**config.mk**
```make
export PLATFORM = sky130hd
export DESIGN_NAME = uart_tx
export DESIGN_NICKNAME = d
export VERILOG_FILES = /design/src/rtl/uart_tx.sv
export SDC_FILE = /design/constraint.sdc
export NUM_CORES = 1
export LEC_CHECK = 0
export ABC_AREA = 1
export CAP_MARGIN = 10
export CORE_MARGIN = 5
export CORE_UTILIZATION = 45
export CTS_CLUSTER_SIZE = 30
export DETAILED_ROUTE_END_ITERATION = 10
export GPL_ROUTABILITY_DRIVEN = 0
export PLACE_DENSITY = 0.67
export SLEW_MARGIN = 20
export SYNTH_ARGS = -nofsm -noshare
export SYNTH_HDL_FRONTEND = slang
export SYNTH_SLANG_ARGS = --single-unit
export TNS_END_PERCENT = 30
```
**constraint.sdc**
```tcl
create_clock -name clk -period 2.75 [get_ports clk]
set_input_delay 0.275 -clock clk [delete_from_list [all_inputs] [get_ports clk]]
set_output_delay 0.275 -clock clk [all_outputs]
set_load 0.1 [all_outputs]
```
**src/rtl/uart_tx.sv**
```systemverilog
// UART transmitter: start bit, 1..8 data bits LSB first, optional parity, programmable stop.
// Framing settings are captured at acceptance so mid-frame changes cannot corrupt a frame.
module uart_tx #(
   parameter int DBIT = 8
) (
   input  logic            clk,
   input  logic            reset,
   input  logic [3:0]      dbit,
   input  logic [1:0]      pbit,
   input  logic [7:0]      sb_tick,
   input  logic [7:0]      os_tick,
   input  logic            s_tick,
   input  logic            tx_start,
   input  logic [DBIT-1:0] din,
   output logic            tx,
   output logic            tx_done_tick,
   output logic            busy
);

   typedef enum logic [2:0] {
      IDLE   = 3'd0,
      START  = 3'd1,
      DATA   = 3'd2,
      PARITY = 3'd3,
      STOP   = 3'd4
   } state_t;

   state_t          state_r;
   logic [7:0]      s_r;
   logic [2:0]      n_r;
   logic [DBIT-1:0] b_r;
   logic            par_r;
   logic [2:0]      last_r;
   logic            par_en_r;
   logic            par_odd_r;
   logic [7:0]      os_r;
   logic [7:0]      sb_r;
   logic            tx_r;
   logic            busy_r;
   logic            done_r;

   logic [7:0]      os_last_s;
   logic [7:0]      sb_last_s;

   // Index of the final data bit; 0 and anything above 8 mean a full byte.
   function automatic logic [2:0] last_index(input logic [3:0] d);
      logic [3:0] m;
      if ((d == 4'd0) || (d > 4'd8)) begin
         m = 4'd7;
      end else begin
         m = d - 4'd1;
      end
      return m[2:0];
   endfunction

   // Wrapping subtraction makes a setting of 0 behave as 256 ticks.
   assign os_last_s = os_r - 8'd1;
   assign sb_last_s = sb_r - 8'd1;

   assign tx           = tx_r;
   assign busy         = busy_r;
   assign tx_done_tick = done_r;

   // Frame sequencer with registered line, busy and done outputs.
   always_ff @(posedge clk or posedge reset) begin
      if (reset) begin
         state_r   <= IDLE;
         s_r       <= 8'd0;
         n_r       <= 3'd0;
         b_r       <= '0;
         par_r     <= 1'b0;
         last_r    <= 3'd0;
         par_en_r  <= 1'b0;
         par_odd_r <= 1'b0;
         os_r      <= 8'd0;
         sb_r      <= 8'd0;
         tx_r      <= 1'b1;
         busy_r    <= 1'b0;
         done_r    <= 1'b0;
      end else begin
         case (state_r)
            IDLE: begin
               tx_r   <= 1'b1;
               done_r <= 1'b0;
               // A request coinciding with the done pulse is dropped, not queued.
               if (tx_start && !done_r) begin
                  b_r       <= din;
                  last_r    <= last_index(dbit);
                  par_en_r  <= (pbit == 2'd1) || (pbit == 2'd2);
                  par_odd_r <= (pbit == 2'd2);
                  os_r      <= os_tick;
                  sb_r      <= sb_tick;
                  par_r     <= 1'b0;
                  s_r       <= 8'd0;
                  tx_r      <= 1'b0;
                  busy_r    <= 1'b1;
                  state_r   <= START;
               end else begin
                  busy_r <= 1'b0;
               end
            end
            START: begin
               if (s_tick) begin
                  if (s_r == os_last_s) begin
                     s_r     <= 8'd0;
                     n_r     <= 3'd0;
                     tx_r    <= b_r[0];
                     state_r <= DATA;
                  end else begin
                     s_r <= s_r + 8'd1;
                  end
               end else begin
                  s_r <= s_r;
               end
            end
            DATA: begin
               if (s_tick) begin
                  if (s_r == os_last_s) begin
                     s_r   <= 8'd0;
                     b_r   <= b_r >> 1;
                     par_r <= par_r ^ b_r[0];
                     if (n_r == last_r) begin
                        if (par_en_r) begin
                           tx_r    <= par_r ^ b_r[0] ^ par_odd_r;
                           state_r <= PARITY;
                        end else begin
                           tx_r    <= 1'b1;
                           state_r <= STOP;
                        end
                     end else begin
                        n_r  <= n_r + 3'd1;
                        tx_r <= b_r[1];
                     end
                  end else begin
                     s_r <= s_r + 8'd1;
                  end
               end else begin
                  s_r <= s_r;
               end
            end
            PARITY: begin
               if (s_tick) begin
                  if (s_r == os_last_s) begin
                     s_r     <= 8'd0;
                     tx_r    <= 1'b1;
                     state_r <= STOP;
                  end else begin
                     s_r <= s_r + 8'd1;
                  end
               end else begin
                  s_r <= s_r;
               end
            end
            STOP: begin
               tx_r <= 1'b1;
               // busy stays high through the done cycle and falls with the pulse.
               if (s_tick) begin
                  if (s_r == sb_last_s) begin
                     s_r     <= 8'd0;
                     done_r  <= 1'b1;
                     state_r <= IDLE;
                  end else begin
                     s_r <= s_r + 8'd1;
                  end
               end else begin
                  s_r <= s_r;
               end
            end
            default: begin
               state_r <= IDLE;
               s_r     <= 8'd0;
               tx_r    <= 1'b1;
               busy_r  <= 1'b0;
               done_r  <= 1'b0;
            end
         endcase
      end
   end

endmodule

```
==> out/qor.txt <==
Worst EP arrival - 2.23 ns
CTS tree - done
Clock-pin transition on the worst setup and hold timing paths - 0.09 ns
Die boundary height - 90.6 µm
Hold slack final - 0.242 ns
Largest family of logic cells by synthesized area - simple AND/OR/NAND/NOR gates
Cell depth of the worst setup path - 10
Count of cells along the worst register-to-register path - 10
Routed wire length - 6.58 mm
Most common cell after layout, fill and taps aside - sky130_fd_sc_hd__nand2_1
Leakage - 1.77 nW
Number of iterations in the first detailed-routing pass - 4
Clock group share of total power - 15.3%
Final #Nets - 494
Setup Slack @ Placement - 0.704 ns
Start of the worst register-to-register path - state_r[0]
Count of synthesis-stage warnings from yosys - 0
Register-to-register setup slack - 0.72 ns
Number of DRC violations after detailed-routing iteration 0 - 168
Share of the clock period used by the worst path after layout - 73.7%
# fillers - 626
Unique masters post-synth - 31
Post-route cell area - 0.00348 mm²
Switching part of the total power - 47.1%
Number of hold buffers added after CTS - 0
Endpoint of the worst-slack reg-to-reg timing path - b_r[6]
Highest achievable clock rate - 0.493 GHz
RSZ-0062 raised after global routing - no
Worst relative slew slack - 62.5%
Syn avg cell area - 7.04 µm²
VDD IR max - 0.474 mV
Number of global-route vias before repair - 2544
DRC errors left - 0
Cell internal pwr - 1.87 mW
Top-level port count - 37
Worst EP required - 2.95 ns
Share of total power in combinational logic - 51.2%
Port bufs - 36
Post-DR vias/cell - 5.00
Count of vias placed by the detailed router - 2660
Share of the synthesized area in compound gates (AO/OA/AOI/OAI) - 6.77%
Setup Fix Bufs, Post-CTS - 0
Post-Synthesis Cells - 415
Number of pins exceeding their max-slew limit in the final report - 0
Level count of the clock H-tree - 2
Num Clock Sinks - 47
Post-synthesis cell area - 0.00292 mm²
Effective utilization at floorplan - 46.3%
Floorplan row count - 29
Worst path slowest cell - sky130_fd_sc_hd__dfrtp_1
Hold Crit Class - in2async
Xor/xnor cell area share of the yosys netlist - 6.00%
CP top delay family - simple AND/OR/NAND/NOR gates
Synthesis-to-layout area growth - 19.2%
Tot Pwr - 3.54 mW
CP Capture Type - flop
Initial antenna violation count - 0
Final-report hold violation count - 0
Critical path, cell by cell - nor2_2, inv_1, nor2_1, inv_2, nor3_4, inv_2, nand2_4, nand2_4, nand2_1, nand2_1
Core outline area - 0.00631 mm²
Share of the yosys chip area belonging to registers - 40.3%
Slew at the pin closest to its max-slew limit - 0.560 ns
Net switching component of the power - 1.67 mW
Total of max-cap violations - 0
Later-pin clock latency in the skew report - 0.30 ns
Type of the setup path with the least slack - reg2reg
Die span in x - 90.6 µm
Routed wire length per instance - 12.4 µm
Antenna viol nets, final - 0
Sum of buffers and inverters on the critical path - 3
Relative contribution of sequential cells to total power - 33.4%
Total CTS buffers - 5
Post-layout min period - 2.03 ns
Maximum fanout count along the critical path - 12
Total track usage - 16.4%
Pin count of the biggest net entering global routing - 25
Register bit total from synthesis - 47
Wire length of the first global-routing pass - 11.4 mm
Final antenna diode count - 0
Ratio of cells with drive above 1 in the final layout - 7.47%
Synthesized-area fraction occupied by and/or/nand/nor cells - 37.4%
Syn_nets - 455
Clock tree root buffer cell - sky130_fd_sc_hd__clkbuf_8
HPWL reported at the end of detailed placement - 5.12 mm
Setup ws final - 0.722 ns
Final setup violation count - 0
Outcome - finished clean
Die Footprint - 0.00820 mm²
Cell area power density - 1020 mW/mm²
Deepest clock path buffer count - 2
Sum of overflow across all layers after global routing - 0
Area after detailed placement - 0.00336 mm²
Gates resized, CTS repair - 0
Skew final - 0.0119 ns
Startpoint kind of the worst setup timing path - flop
Share of synthesized area spent on multiplexers - 0%
Total Neg Setup Slack - 0 ns
Max stage delay on crit path - 0.46 ns
Commonest cells after routing, fill and taps aside - sky130_fd_sc_hd__nand2_1, sky130_fd_sc_hd__dfrtp_1, sky130_fd_sc_hd__inv_1
Arithmetic-cell share of the synthesized area counting full adders, half adders and majority gates - 2.57%
flip-flops by register name, summed over array words and instances, names as in the netlist:
register,flops
os_r,8
tx_done_tick,1
tx,1
n_r,3
par_en_r,1
sb_r,8
busy,1
s_r,8
par_r,1
state_r,3
b_r,8
par_odd_r,1
last_r,3
worst reg2reg max path: cells and delay by family, from the launching register on:
family,cells,cell delay [ns]
simple gates,7,1.12
buf+inv,3,0.36
flops,1,0.46
area by class of cell:
| cell class | instances | area [µm²] | share of cell area (%) |
|---|---|---|---|
| Multi-Input combinational cell | 316 | 1540 | 44.3 |
| Sequential cell | 47 | 1180 | 33.8 |
| Timing Repair Buffer | 40 | 383 | 11.0 |
| Inverter | 44 | 165 | 4.75 |
| Tap cell | 77 | 96.3 | 2.77 |
| Clock buffer | 6 | 82.6 | 2.37 |
| Clock inverter | 2 | 35.0 | 1.01 |
how the worst max path moves through the flow:
stage,end,slack (ns),from
after floorplan,state_r[0],0.84,tx_done_tick
after global placement,b_r[5],0.76,tx_start
after detailed placement,b_r[6],0.70,tx_start
after CTS,s_r[0],0.71,os_r[0]
after global routing,s_r[0],0.45,os_r[0]
final,b_r[6],0.72,state_r[0]
power groups by stage:
stage | Sequential [mW] | Clock (mW) | Combinational, mW
CTS | 1.18 | 0.550 | 1.83
global placement | 1.19 | 0 | 1.79
floorplan | 1.24 | 0 | 1.34
detailed placement | 1.19 | 0 | 1.82
finish | 1.18 | 0.542 | 1.81
global route | 1.22 | 0.571 | 2.09
per-layer routing:
layer,wire (µm),GRT usage (%),up-vias
met5,0,0,-
met4,74,4.22,0
met3,225,2.92,8
met2,2990,25.5,42
met1,3290,23.6,1226
li1,-,-,1384
cell families (layout without fill, tap and decap cells):
group           after synthesis  in the layout
compound gates               35             35
flops                        47             47
xor+xnor                     20             20
fa+ha+maj                     6              6
buf+inv                      52             92
simple gates                255            255
through the flow:
| step | util [%] | instances |
|---|---|---|
| 6_report | 55.1 | 532 |
| 5_1_grt | 55.1 | 532 |
| 4_1_cts | 55.1 | 532 |
| 3_5_place_dp | 53.3 | 524 |
| 3_3_place_gp | 53.3 | 524 |
| 2_1_floorplan | - | 415 |
cells in the mapped netlist, drive strengths merged:
master,instances,share of area (%)
a21oi,5,0.99
a31oi,1,0.21
a41oi,1,0.30
buf,5,0.86
clkbuf,3,0.43
dfrtp,46,39
dfstp,1,0.90
ha,6,2.6
inv,44,5.7
nand2,160,21
nand3,35,6.2
nand4,9,1.9
nor2,43,5.9
nor3,6,1.6
o21a,1,0.26
o21ai,27,5.0
or2,2,0.43
xnor2,7,2.1
xor2,13,3.9
(Power assumes the default switching activity.)
